`src/rtl/nand_cpu_pkg.sv`:
```
// Shared types and widths for the NAND CPU and its interrupt controller.
package nand_cpu_pkg;

  localparam int unsigned IRQ_ID_W = 2;
  localparam int unsigned PC_W     = 8;

  typedef enum logic [1:0] {
    IRQ_IDLE,
    IRQ_REQUEST,
    IRQ_SERVICING
  } irq_state_t;

endpackage

```
`src/rtl/irq_priority_enc.sv`:
```
// Fixed-priority encoder: the lowest set index of the candidate vector wins.
module irq_priority_enc
  import nand_cpu_pkg::*;
#(
  parameter int unsigned NUM_IRQ = 4
) (
  input  logic [NUM_IRQ-1:0]  i_cand,
  output logic                o_any,
  output logic [IRQ_ID_W-1:0] o_id
);

  always_comb begin
    o_any = |i_cand;
    o_id  = '0;
    // Walk downwards so the lowest set index is the last one written.
    for (int i = int'(NUM_IRQ) - 1; i >= 0; i--) begin
      if (i_cand[i]) o_id = IRQ_ID_W'(i);
    end
  end

endmodule

```
`src/rtl/interrupt_controller.sv`:
```
// Edge-triggered interrupt controller with enable mask, one level of service and saved EPC.
module interrupt_controller
  import nand_cpu_pkg::*;
#(
  parameter int unsigned     NUM_IRQ  = 4,
  parameter logic [PC_W-1:0] VEC_BASE = 8'hF0
) (
  input  logic                clk,
  input  logic                rst,
  input  logic [NUM_IRQ-1:0]  irq_lines,
  input  logic                mask_we,
  input  logic [NUM_IRQ-1:0]  mask_wdata,
  output logic [NUM_IRQ-1:0]  mask,
  output logic                int_req,
  output logic [PC_W-1:0]     int_vector,
  input  logic                int_ack,
  input  logic [PC_W-1:0]     ack_pc,
  input  logic                int_return,
  output logic [PC_W-1:0]     epc,
  output logic                irq_active,
  output logic [IRQ_ID_W-1:0] active_id
);

  logic [NUM_IRQ-1:0]  r_prev, r_pending, r_mask;
  irq_state_t          r_state;
  logic [IRQ_ID_W-1:0] r_sel_id, r_active_id;
  logic                r_int_req, r_irq_active;
  logic [PC_W-1:0]     r_int_vector, r_epc;

  logic [NUM_IRQ-1:0]  w_edge, w_cand, w_sel_oh, w_clr, w_pending_d;
  logic                w_any, w_ack;
  logic [IRQ_ID_W-1:0] w_id;

  assign w_edge   = irq_lines & ~r_prev;
  assign w_cand   = r_pending & r_mask;
  assign w_sel_oh = NUM_IRQ'(1) << r_sel_id;
  assign w_ack    = (r_state == IRQ_REQUEST) && int_ack;
  assign w_clr    = w_ack ? w_sel_oh : '0;
  // A fresh edge on the line being acknowledged keeps it pending.
  assign w_pending_d = (r_pending & ~w_clr) | w_edge;

  irq_priority_enc #(
    .NUM_IRQ(NUM_IRQ)
  ) u_prio (
    .i_cand(w_cand),
    .o_any (w_any),
    .o_id  (w_id)
  );

  always_ff @(posedge clk) begin
    if (rst) begin
      r_prev    <= '0;
      r_pending <= '0;
      r_mask    <= '0;
    end else begin
      r_prev    <= irq_lines;
      r_pending <= w_pending_d;
      if (mask_we) r_mask <= mask_wdata;
    end
  end

  always_ff @(posedge clk) begin
    if (rst) begin
      r_state      <= IRQ_IDLE;
      r_sel_id     <= '0;
      r_int_req    <= 1'b0;
      r_int_vector <= '0;
      r_epc        <= '0;
      r_irq_active <= 1'b0;
      r_active_id  <= '0;
    end else begin
      case (r_state)
        IRQ_IDLE: begin
          if (w_any) begin
            r_state      <= IRQ_REQUEST;
            r_sel_id     <= w_id;
            r_int_req    <= 1'b1;
            r_int_vector <= VEC_BASE + PC_W'({w_id, 2'b00});
          end
        end
        IRQ_REQUEST: begin
          if (int_ack) begin
            r_state      <= IRQ_SERVICING;
            r_epc        <= ack_pc;
            r_active_id  <= r_sel_id;
            r_irq_active <= 1'b1;
            r_int_req    <= 1'b0;
          end else if (!(|(w_cand & w_sel_oh))) begin
            // Line was masked off before fetch took it; withdraw without consuming pending.
            r_state   <= IRQ_IDLE;
            r_int_req <= 1'b0;
          end
        end
        IRQ_SERVICING: begin
          if (int_return) begin
            r_state      <= IRQ_IDLE;
            r_irq_active <= 1'b0;
          end
        end
        default: r_state <= IRQ_IDLE;
      endcase
    end
  end

  assign mask       = r_mask;
  assign int_req    = r_int_req;
  assign int_vector = r_int_vector;
  assign epc        = r_epc;
  assign irq_active = r_irq_active;
  assign active_id  = r_active_id;

endmodule

```
`config.mk`:
```
export PLATFORM = sky130hd
export DESIGN_NAME = interrupt_controller
export DESIGN_NICKNAME = d
export VERILOG_FILES = /design/src/rtl/nand_cpu_pkg.sv /design/src/rtl/irq_priority_enc.sv /design/src/rtl/interrupt_controller.sv
export SDC_FILE = /design/constraint.sdc
export NUM_CORES = 1
export LEC_CHECK = 0
export ABC_AREA = 1
export CAP_MARGIN = 25
export CORE_MARGIN = 3
export CORE_UTILIZATION = 40
export DETAILED_ROUTE_END_ITERATION = 7
export GPL_ROUTABILITY_DRIVEN = 0
export MAX_ROUTING_LAYER = met4
export PLACE_DENSITY = 0.83
export SLEW_MARGIN = 0
export SYNTH_ARGS = -nofsm -noshare
export SYNTH_HDL_FRONTEND = slang
export SYNTH_SLANG_ARGS = --single-unit
```
`constraint.sdc`:
```
create_clock -name clk -period 3.15 [get_ports clk]
set_clock_uncertainty 0.2 [all_clocks]
set_input_delay 0.4725 -clock clk [delete_from_list [all_inputs] [get_ports clk]]
set_output_delay 0.4725 -clock clk [all_outputs]
set_load 0.1 [all_outputs]
```
# --- Word level (Yosys, flattened, before mapping) ---
# Cells that the tools add are included.
word_totals:
  regBits: 36
  latch_bits: 0
  ram_bits: 0
  rom_bits: 0
  elab_cells: 53
  memories: 0
op_classes:
  n_addsub: 1
  multipliers: 0
  div_mod_pow: 0
  n_lt_le_gt_ge: 0
  n_eq_ne: 6
  shifts: 1
  n_mux: 17
  n_bitwise: 7
  n_reduce_logical: 11
op_table:
  columns: ["operator", "n"]
  rows:
  - ["bitwise AND 4 bit", 4]
  - ["two-way mux 2 bit", 8]
  - ["AND reduction 3 bit", 3]
  - ["NOT 4 bit", 2]
  - ["OR reduction 4 bit", 2]
  - ["adder 5 x 5 -> 6 bit, first input constant", 1]
  - ["one-hot mux 2 bit (3 select lines)", 1]
  - ["two-way mux 1 bit", 5]
  - ["two-way mux 4 bit", 1]
  - ["!= test 2 bit, second input constant", 2]
  - ["OR 4 bit", 1]
  - ["one-hot mux 1 bit (2 select lines)", 2]
  - ["AND reduction 2 bit", 2]
  - ["nonzero test 2 bit", 2]
  - ["<< shifter 1 x 2 -> 4 bit, first input constant", 1]
  - ["!= test 3 bit, second input constant", 1]
  - ["equality test 2 x 1 -> 1 bit, second input constant", 1]
  - ["equality test 2 bit, second input constant", 1]
  - ["logical NOT 2 bit", 1]
  - ["!= test 2 x 1 -> 1 bit, second input constant", 1]
  - ["logical AND 1 bit", 1]

# --- Logic depth before layout (Yosys ltp) ---
# Gate-level depths: netlist of run 1.
logic_depth:
  ltp_word: 6
  depth_mapped: 9
  ltp_nobuf: 9

# --- Cells and area by module ---
# From an unflattened synthesis of run 1, not the netlist that was laid out.
hier_totals:
  cells_unflattened: 152
  hier_area_um2: 1234.9
by_module_without_submodules:
  columns: ["module", "instances", "cells_each", "area_per_inst_um2", "seq_area_each_um2"]
  rows:
  - ["interrupt_controller", 1, 143, 1188.6, 580.6]
  - ["irq_priority_enc", 1, 9, 46.3, 0.0]

# --- Worst setup path before layout of run 1 ---
# No wires, ideal clock.
synth_path:
  path_kind: "register -> register"
  start: "register r_mask[0] (netlist: mask[0])"
  end: "register r_sel_id[0]"
  setup_time_ps: 135
  t_arrival_ps: 1742
  path_slack_ps: 1072
  path_stages_with_launch: 8
  path_buffers: 0
  synth_period_minus_slack_ps: 2078
  cell_sequence: "dfxtp_1 > nand2_1 > nand2_1 > nor2_1 > nor3_1 > inv_1 > nand2_1 > a21oi_1"
synth_via:
  elab_chain_len: 3
  elab_cells_between_ends: 4
  cone_classes: "1 x mux; 1 x bitwise; 2 x reduce/logical"
synth_lines:
  columns: ["item", "line", "source"]
  rows:
  - ["from (decl)", "interrupt_controller.sv:24", "logic [NUM_IRQ-1:0] r_prev, r_pending, r_mask;"]
  - ["from (signal assigned)", "interrupt_controller.sv:58", "if (mask_we) r_mask <= mask_wdata;"]
  - ["bitwise AND 4 bit *", "interrupt_controller.sv:35", "assign w_cand = r_pending & r_mask;"]
  - ["OR reduction 4 bit", "irq_priority_enc.sv:13", "o_any = |i_cand;"]
  - ["AND reduction 2 bit (no line)", null, null]
  - ["to (signal assigned)", "interrupt_controller.sv:76", "r_sel_id <= w_id;"]
  - ["to (decl)", "interrupt_controller.sv:26", "logic [IRQ_ID_W-1:0] r_sel_id, r_active_id;"]
# Every way passes the cells marked *; elsewhere a longest branch is shown, timed or not.
# A chain may end at the register's enable or synchronous reset.

==> results of run 1 <==
per-stage QoR:
stage	instance area [um^2]	util, %
after global routing	1520	58.7
final	1520	58.7
after global placement	1470	56.9
after detailed placement	1470	56.9
after floorplan	1140	-
after CTS	1520	58.7
cell families (layout without fill, tap and decap cells):
logic type | Yosys count | after routing | synth area share, %
AOI/OAI and AO/OA | 33 | 33 | 15.9
and+or+nand+nor | 61 | 61 | 22.3
other | 1 | 2 | 0.331
buffers and inverters | 22 | 63 | 10.3
DFF | 29 | 29 | 51.2
power breakdown:
group | switching (W) | internal [W]
Sequential | 0.0000179 | 0.000392
Clock | 0.000122 | 0.0000888
Combinational | 0.000217 | 0.0000687
Total | 0.000356 | 0.000550
critical path: stages:
cell and delay (ns):
sky130_fd_sc_hd__clkdlybuf4s50_1 0.73, sky130_fd_sc_hd__clkinv_1 0.49, sky130_fd_sc_hd__nand2_1 0.21, sky130_fd_sc_hd__o22ai_1 0.10
cell usage after synthesis:
library cell,instances
sky130_fd_sc_hd__a211oi_1,1
sky130_fd_sc_hd__a21oi_1,7
sky130_fd_sc_hd__a21oi_2,2
sky130_fd_sc_hd__buf_4,5
sky130_fd_sc_hd__buf_6,2
sky130_fd_sc_hd__clkbuf_1,2
sky130_fd_sc_hd__clkinv_1,1
sky130_fd_sc_hd__conb_1,1
sky130_fd_sc_hd__dfxtp_1,29
sky130_fd_sc_hd__inv_1,10
sky130_fd_sc_hd__inv_2,2
sky130_fd_sc_hd__nand2_1,21
sky130_fd_sc_hd__nand3_1,3
sky130_fd_sc_hd__nand3b_1,1
sky130_fd_sc_hd__nor2_1,32
sky130_fd_sc_hd__nor2_2,1
sky130_fd_sc_hd__nor2_4,1
sky130_fd_sc_hd__nor3_1,1
sky130_fd_sc_hd__o21ai_0,17
sky130_fd_sc_hd__o21ai_1,2
sky130_fd_sc_hd__o22ai_1,4
sky130_fd_sc_hd__or2_4,1
state kept, by name, summed over array words and instances, names as in the netlist:
register,flops
r_sel_id,1
irq_active,1
r_state,2
r_prev,4
r_pending,4
mask,4
int_vector,2
active_id,2
int_req,1
epc,8
area by class of cell:
type                            instances  area share (%)
Timing Repair Buffer                   42            24.0
Tap cell                               30            2.47
Clock buffer                            8            3.21
Inverter                               13            3.21
Sequential cell                        29            38.2
Multi-Input combinational cell         96            28.9
layer usage:
| layer | global-route usage (%) | vias to the layer above | wire length (um) |
|---|---|---|---|
| met5 | - | - | 0 |
| met4 | 6.15 | 0 | 17 |
| met3 | 6.10 | 3 | 201 |
| met2 | 27.5 | 43 | 1280 |
| met1 | 17.2 | 463 | 1120 |
| li1 | - | 543 | - |
worst max path at each step:
stage | start | endpoint | slack (ns)
floorplan | mask[0]$_SDFFE_PP0P_ | r_sel_id[0]$_SDFFE_PP0P_ | 1.07
global placement | rst | r_pending[2]$_SDFF_PP0_ | 0.85
detailed placement | rst | r_pending[0]$_SDFF_PP0_ | 0.81
CTS | rst | r_pending[3]$_SDFF_PP0_ | 1.16
global route | rst | r_pending[3]$_SDFF_PP0_ | 0.98
finish | rst | r_pending[3]$_SDFF_PP0_ | 1.13
==> run summary, run 1 <==
The worst setup path is launched from an input port. The cell area power density was 595 nW/um^2; the maximum VDD drop was 0.000338 V. Type of the worst setup path: input port to flip-flop. The routed design has 2.62 mm of wire. Relative to the synthesized area, the layout overhead comes to 34.2%. The filler cells instantiated in the layout total 243.

The post-layout minimum cycle time is 2.02 ns. The post-CTS setup-driven buffer insertion count was 0. The worst register-to-register path has a depth of 6. The Yosys step of the flow raised 0 warnings. The clock latency reported for the late side of the worst-skew pair was 0.33 ns. The terminating pin of the worst hold path is r_pending[1]$_SDFF_PP0_. The repair_antennas step left the layout with diodes totalling 0.

The ratio of cells with drive above 1 in the final layout is 18.1%, and the total number of vias is 1052. The run gives 210 as the count of placed standard cells including taps. Measured along the y axis, the die boundary spans 59.2 um.

The sum of negative setup slack came out at 0 ns. Sorting the synthesized cells by area gives the leading types as sky130_fd_sc_hd__dfxtp_1 (51%), sky130_fd_sc_hd__nor2_1 (11%), sky130_fd_sc_hd__o21ai_0 (7.5%). In this run the remaining antenna-violating nets after routing total 0. Based on the critical path, the design can be clocked at up to 496 MHz. Prior to clock tree synthesis, the placed netlist has a worst setup slack of 0.812 ns. The first global-routing pass estimated 4.13 mm of wire. The share of synthesized area in the top cell type comes to 51.2%.

The multi-input combinational cells in the finished layout cover a total of 440 um^2. Hold is met by 0.225 ns. The run gives 16.3% as the global router's overall resource usage.

TritonCTS built the clock tree. For the worst setup path, the data required time is 3.13 ns. Setup repair after global routing left no endpoint under its margin.

Leakage dissipation: 0.701 nW. The worst hold path begins at r_prev[1]$_SDFF_PP0_. The count of input and output buffers works out to 42. After clock tree synthesis, the clock-pin slew on the worst setup and hold paths is 0.09 ns. The post-cts sizing count is 0, and the pin count of the biggest net entering global routing is 20. For the hold violation total from the final report, the log shows 0.

The worst register-to-register path has a setup slack of 1.46 ns. In the final layout, flip-flops and latches occupy 581 um^2. The horizontal extent of the die came out at 59.2 um. The violation count after the first detailed-route iteration was 53. The commonest non-fill, non-tap cell in the layout is sky130_fd_sc_hd__nor2_1. Before antenna repair, the detailed router went through 4 iterations. The root buffer selected by CTS is sky130_fd_sc_hd__clkbuf_4. The number of placed I/O pins came out at 45. For the number of slew-limit violations in the final report, the log shows 0. The logs give 5 for the total clock buffers created by CTS and 51.2% for the part of the Yosys area used for sequential elements. Clock tree synthesis found a total of 29 sinks. The post-synthesis cell type with the largest combined area was sky130_fd_sc_hd__dfxtp_1. Of the available clock period, the critical path in the final layout requires 64.0%.

Critical register-to-register path startpoint: r_state[0]$_SDFFE_PP0P_. The logs give 1130 um^2 for the post-synthesis cell area and 1.13 ns for the post-route worst setup slack. The initial utilization of the core area, before any placement, comes to 43.8%. The clock passes through at most 2 buffers. The path category of the worst min-delay check is flip-flop to flip-flop. Via count of the first global-routing pass: 994.

The tools report the number of rows in the core area as 18. The total of max-cap violations is 0. The tools report the number of setup violations in the final report as 0.

After layout, the design draws a total of 0.000906 W. The initial antenna violation count came out at 0. The average detailed-routed wire length per instance was 12.0 um. The number of nets in the finished design was 208; the arrival time reported for the critical path endpoint was 2.00 ns. After the flow finishes, the layout carries non-filler instances totaling 218.

The total area inside the core boundary comes to 2590 um^2. The run gives 2 as the H-tree depth. Along the worst path, the maximum fanout reaches 19. Summed over all layers, the global routing overflow is 0. The total half-perimeter wirelength after legalization and detailed placement came out at 1.97 mm. The quantity of hold-fixing buffers added after cts was 0. Critical register-to-register path endpoint: r_pending[0]$_SDFF_PP0_. Leaving out fill and tap cells, the most frequent cells in the layout are sky130_fd_sc_hd__nor2_1 (32), sky130_fd_sc_hd__dfxtp_1 (29), sky130_fd_sc_hd__buf_4 (22). The worst setup path is captured at a flip-flop. The average footprint of a synthesized cell is 7.76 um^2, and the count of distinct cell types in the synthesized netlist is 22. The run finished with clean final reports. The depth of the worst hold-timing path is 1, and the instance count of the mapped netlist is 146. The die covers 3510 um^2. In this run, synthesis produced a sequential element count of 29.

Dividing the detail-routed via count by the number of cells gives 4.83. Post-detailed-route DRC marker count: 0.
(Power assumes the default switching activity.)
==> run 2, diff against run 1 <==
clock period = 1.9 ns   (was 3.15 ns; I/O delays follow)
==> run 2 against run 1 <==
Hold slack improved by 0.0036 ns. Non-clock buffer count increased by 2. Sequential power increased by 71%.
==> run summary, run 2 (synthesis results as in run 1) <==
The flow ran to the end, and the final reports show no timing, DRC or antenna violations. The number of placed I/O pins was 45 (unchanged). Number of rows in the core area: 18 (unchanged). The cell area power density was 900 nW/um^2 (was 595 nW/um^2).

The commonest non-fill, non-tap cell in the layout was sky130_fd_sc_hd__nor2_1 (unchanged). Cell type group with the largest total delay on the critical path: flip-flops (was buffers and inverters). The average detailed-routed wire length per instance is 12.7 um (was 12.0 um). The total of max-cap violations came out at 0 (unchanged).

The post-CTS clock slew at the launch and capture registers of the worst setup and hold paths was 0.09 ns (about the same). The delay of the slowest critical-path stage is 0.58 ns (was 0.73 ns). For the arrival time reported for the critical path endpoint, the log shows 1.14 ns (was 2.00 ns). The nature of the critical path startpoint is a flip-flop (was an input port). Antenna diode count: 0 (unchanged). The overall routed net length was 2.78 mm (was 2.62 mm).

The count of input and output buffers is 42 (unchanged), and the overall power after layout is 0.00164 W (was 0.000906 W). The pin count of the biggest net entering global routing is 20 (unchanged). Setup repair after global routing left no endpoint under its margin.

For the leakage dissipation, the log shows 0.786 nW (was 0.701 nW). The tools report the category of the worst setup path capture point as an output pin (was a flip-flop). The tools report the number of setup violations in the final report as 0 (unchanged).

The global router's overall resource usage came out at 18.7% (was 16.3%). The logs give 3510 um^2 (unchanged) for the area of the die and 5 (unchanged) for the total clock buffers created by CTS. The ratio of cells with drive above 1 in the final layout was 22.8% (was 18.1%); the post-detailed-route count of antenna-violating nets was 0 (unchanged). The post-cts sizing count is 0 (unchanged). The run gives 4.75 mm (was 4.13 mm) as the global-route wire length before repair. Counting I/O delays and the setup requirement, the final critical path takes 1.63 ns.

The run gives 212 (was 210) as the count of placed standard cells including taps. The total congestion overflow is 0 (unchanged). For the final hold slack, the log shows 0.229 ns (was 0.225 ns).

The number of nets in the finished design is 210 (was 208), and the chip height is 59.2 um (unchanged). The post-detailed-route DRC marker count is 0 (unchanged). The number of detailed-routing iterations run before antenna repair was 4 (unchanged). Most used cells in the layout excluding fill and tap cells: sky130_fd_sc_hd__nor2_1 (32), sky130_fd_sc_hd__dfxtp_1 (23), sky130_fd_sc_hd__buf_12 (22) (was sky130_fd_sc_hd__nor2_1 (32), sky130_fd_sc_hd__dfxtp_1 (29), sky130_fd_sc_hd__buf_4 (22)). The tools report the post-CTS setup-driven buffer insertion count as 0 (unchanged). The logs give 43.8% (unchanged) for the initial core utilization and 2 (unchanged) for the H-tree depth. The clock latency reported for the late side of the worst-skew pair was 0.33 ns (about the same); the number of buffers on the longest clock path was 2 (unchanged). The area growth from synthesis to final layout was 61.0% (was 34.2%); the number of slew-limit violations in the final report was 0 (unchanged). The via count of the first global-routing pass was 1119 (was 994); the highest net fanout along the worst path was 5 (was 19).

The violation count after the first detailed-route iteration came out at 25 (was 53). The total half-perimeter wirelength after legalization and detailed placement was 2.15 mm (was 1.97 mm). The initial antenna violation count is 0 (unchanged), and the standard cell core area is 2590 um^2 (unchanged). Root buffer selected by CTS: sky130_fd_sc_hd__clkbuf_4 (unchanged). For the final non-filler cell total, the log shows 219 (was 218). The maximum VDD drop is 0.000731 V (was 0.000338 V). TritonCTS built the clock tree.

The number of flip-flops in the largest register is 8 (unchanged). Ordered cell list for the critical path: buf_12 (was clkdlybuf4s50_1 > clkinv_1 > nand2_1 > o22ai_1). The worst path uses 85.5% of the clock period. The tools report the total number of vias as 1116 (was 1052). The logs give 0 ns (unchanged) for the sum of negative setup slack and 0 (unchanged) for the hold violation total from the final report.

Static timing analysis puts the maximum clock frequency at 615 MHz. The post-detailed-route via-to-cell ratio works out to 5.10 (was 4.83). Type of the worst setup path: flip-flop to output pin (was input port to flip-flop). The endpoint required time on the critical path was 1.41 ns (was 3.13 ns); the number of clock sinks was 29 (unchanged).

The horizontal extent of the die is 59.2 um (unchanged). The path category of the worst min-delay check was flip-flop to flip-flop (unchanged). The total buffers and inverters traversed by the critical path works out to 1 (was 2). The cell at the slowest stage of the critical path is sky130_fd_sc_hd__dfxtp_1 (was sky130_fd_sc_hd__clkdlybuf4s50_1). The quantity of hold-fixing buffers added after cts came out at 0 (unchanged).
==> run 2: area by class of cell <==
type | instances | area [um^2]
sequential | 29 | 588
tap | 30 | 37.5
clock buffer | 7 | 55.1
multi-input combinational | 96 | 440
timing repair buffer | 44 | 656
inverter | 13 | 48.8
fill | 195 | 764
==> run 2: per-stage QoR <==
stage	cell area, um^2	setup WS [ns]	utilization (%)
final	1830	0.275	70.5
after CTS	1830	0.261	70.5
after global placement	1770	0.192	68.4
after floorplan	1140	0.00990	-
after global routing	1830	0.212	70.5
after detailed placement	1770	0.108	68.4
==> run 2: metal layers <==
metal	GRT usage, %	part of all wire, %	vias to the layer above
met5	-	0	-
li1	-	-	551
met3	9.80	11	6
met2	31.0	51	47
met1	18.9	37	512
met4	5.83	1.4	0
==> run 2: worst paths after layout <==
check	end	slack [ns]	from	cells after the start
setup / recovery	int_vector[5]	0.27	int_vector[6]$_SDFFE_PP0P_	1
hold / removal	r_pending[0]$_SDFF_PP0_	0.23	r_prev[0]$_SDFF_PP0_	1
setup reg to reg	r_pending[3]$_SDFF_PP0_	0.38	r_state[0]$_SDFFE_PP0P_	6
hold reg to reg	r_pending[0]$_SDFF_PP0_	0.23	r_prev[0]$_SDFF_PP0_	1
==> run 2: where the power goes <==
part | total, W | internal, W | switching [W]
Combinational | 0.000565 | 0.000203 | 0.000362
Sequential | 0.000700 | 0.000653 | 0.0000479
Clock | 0.000378 | 0.000174 | 0.000203
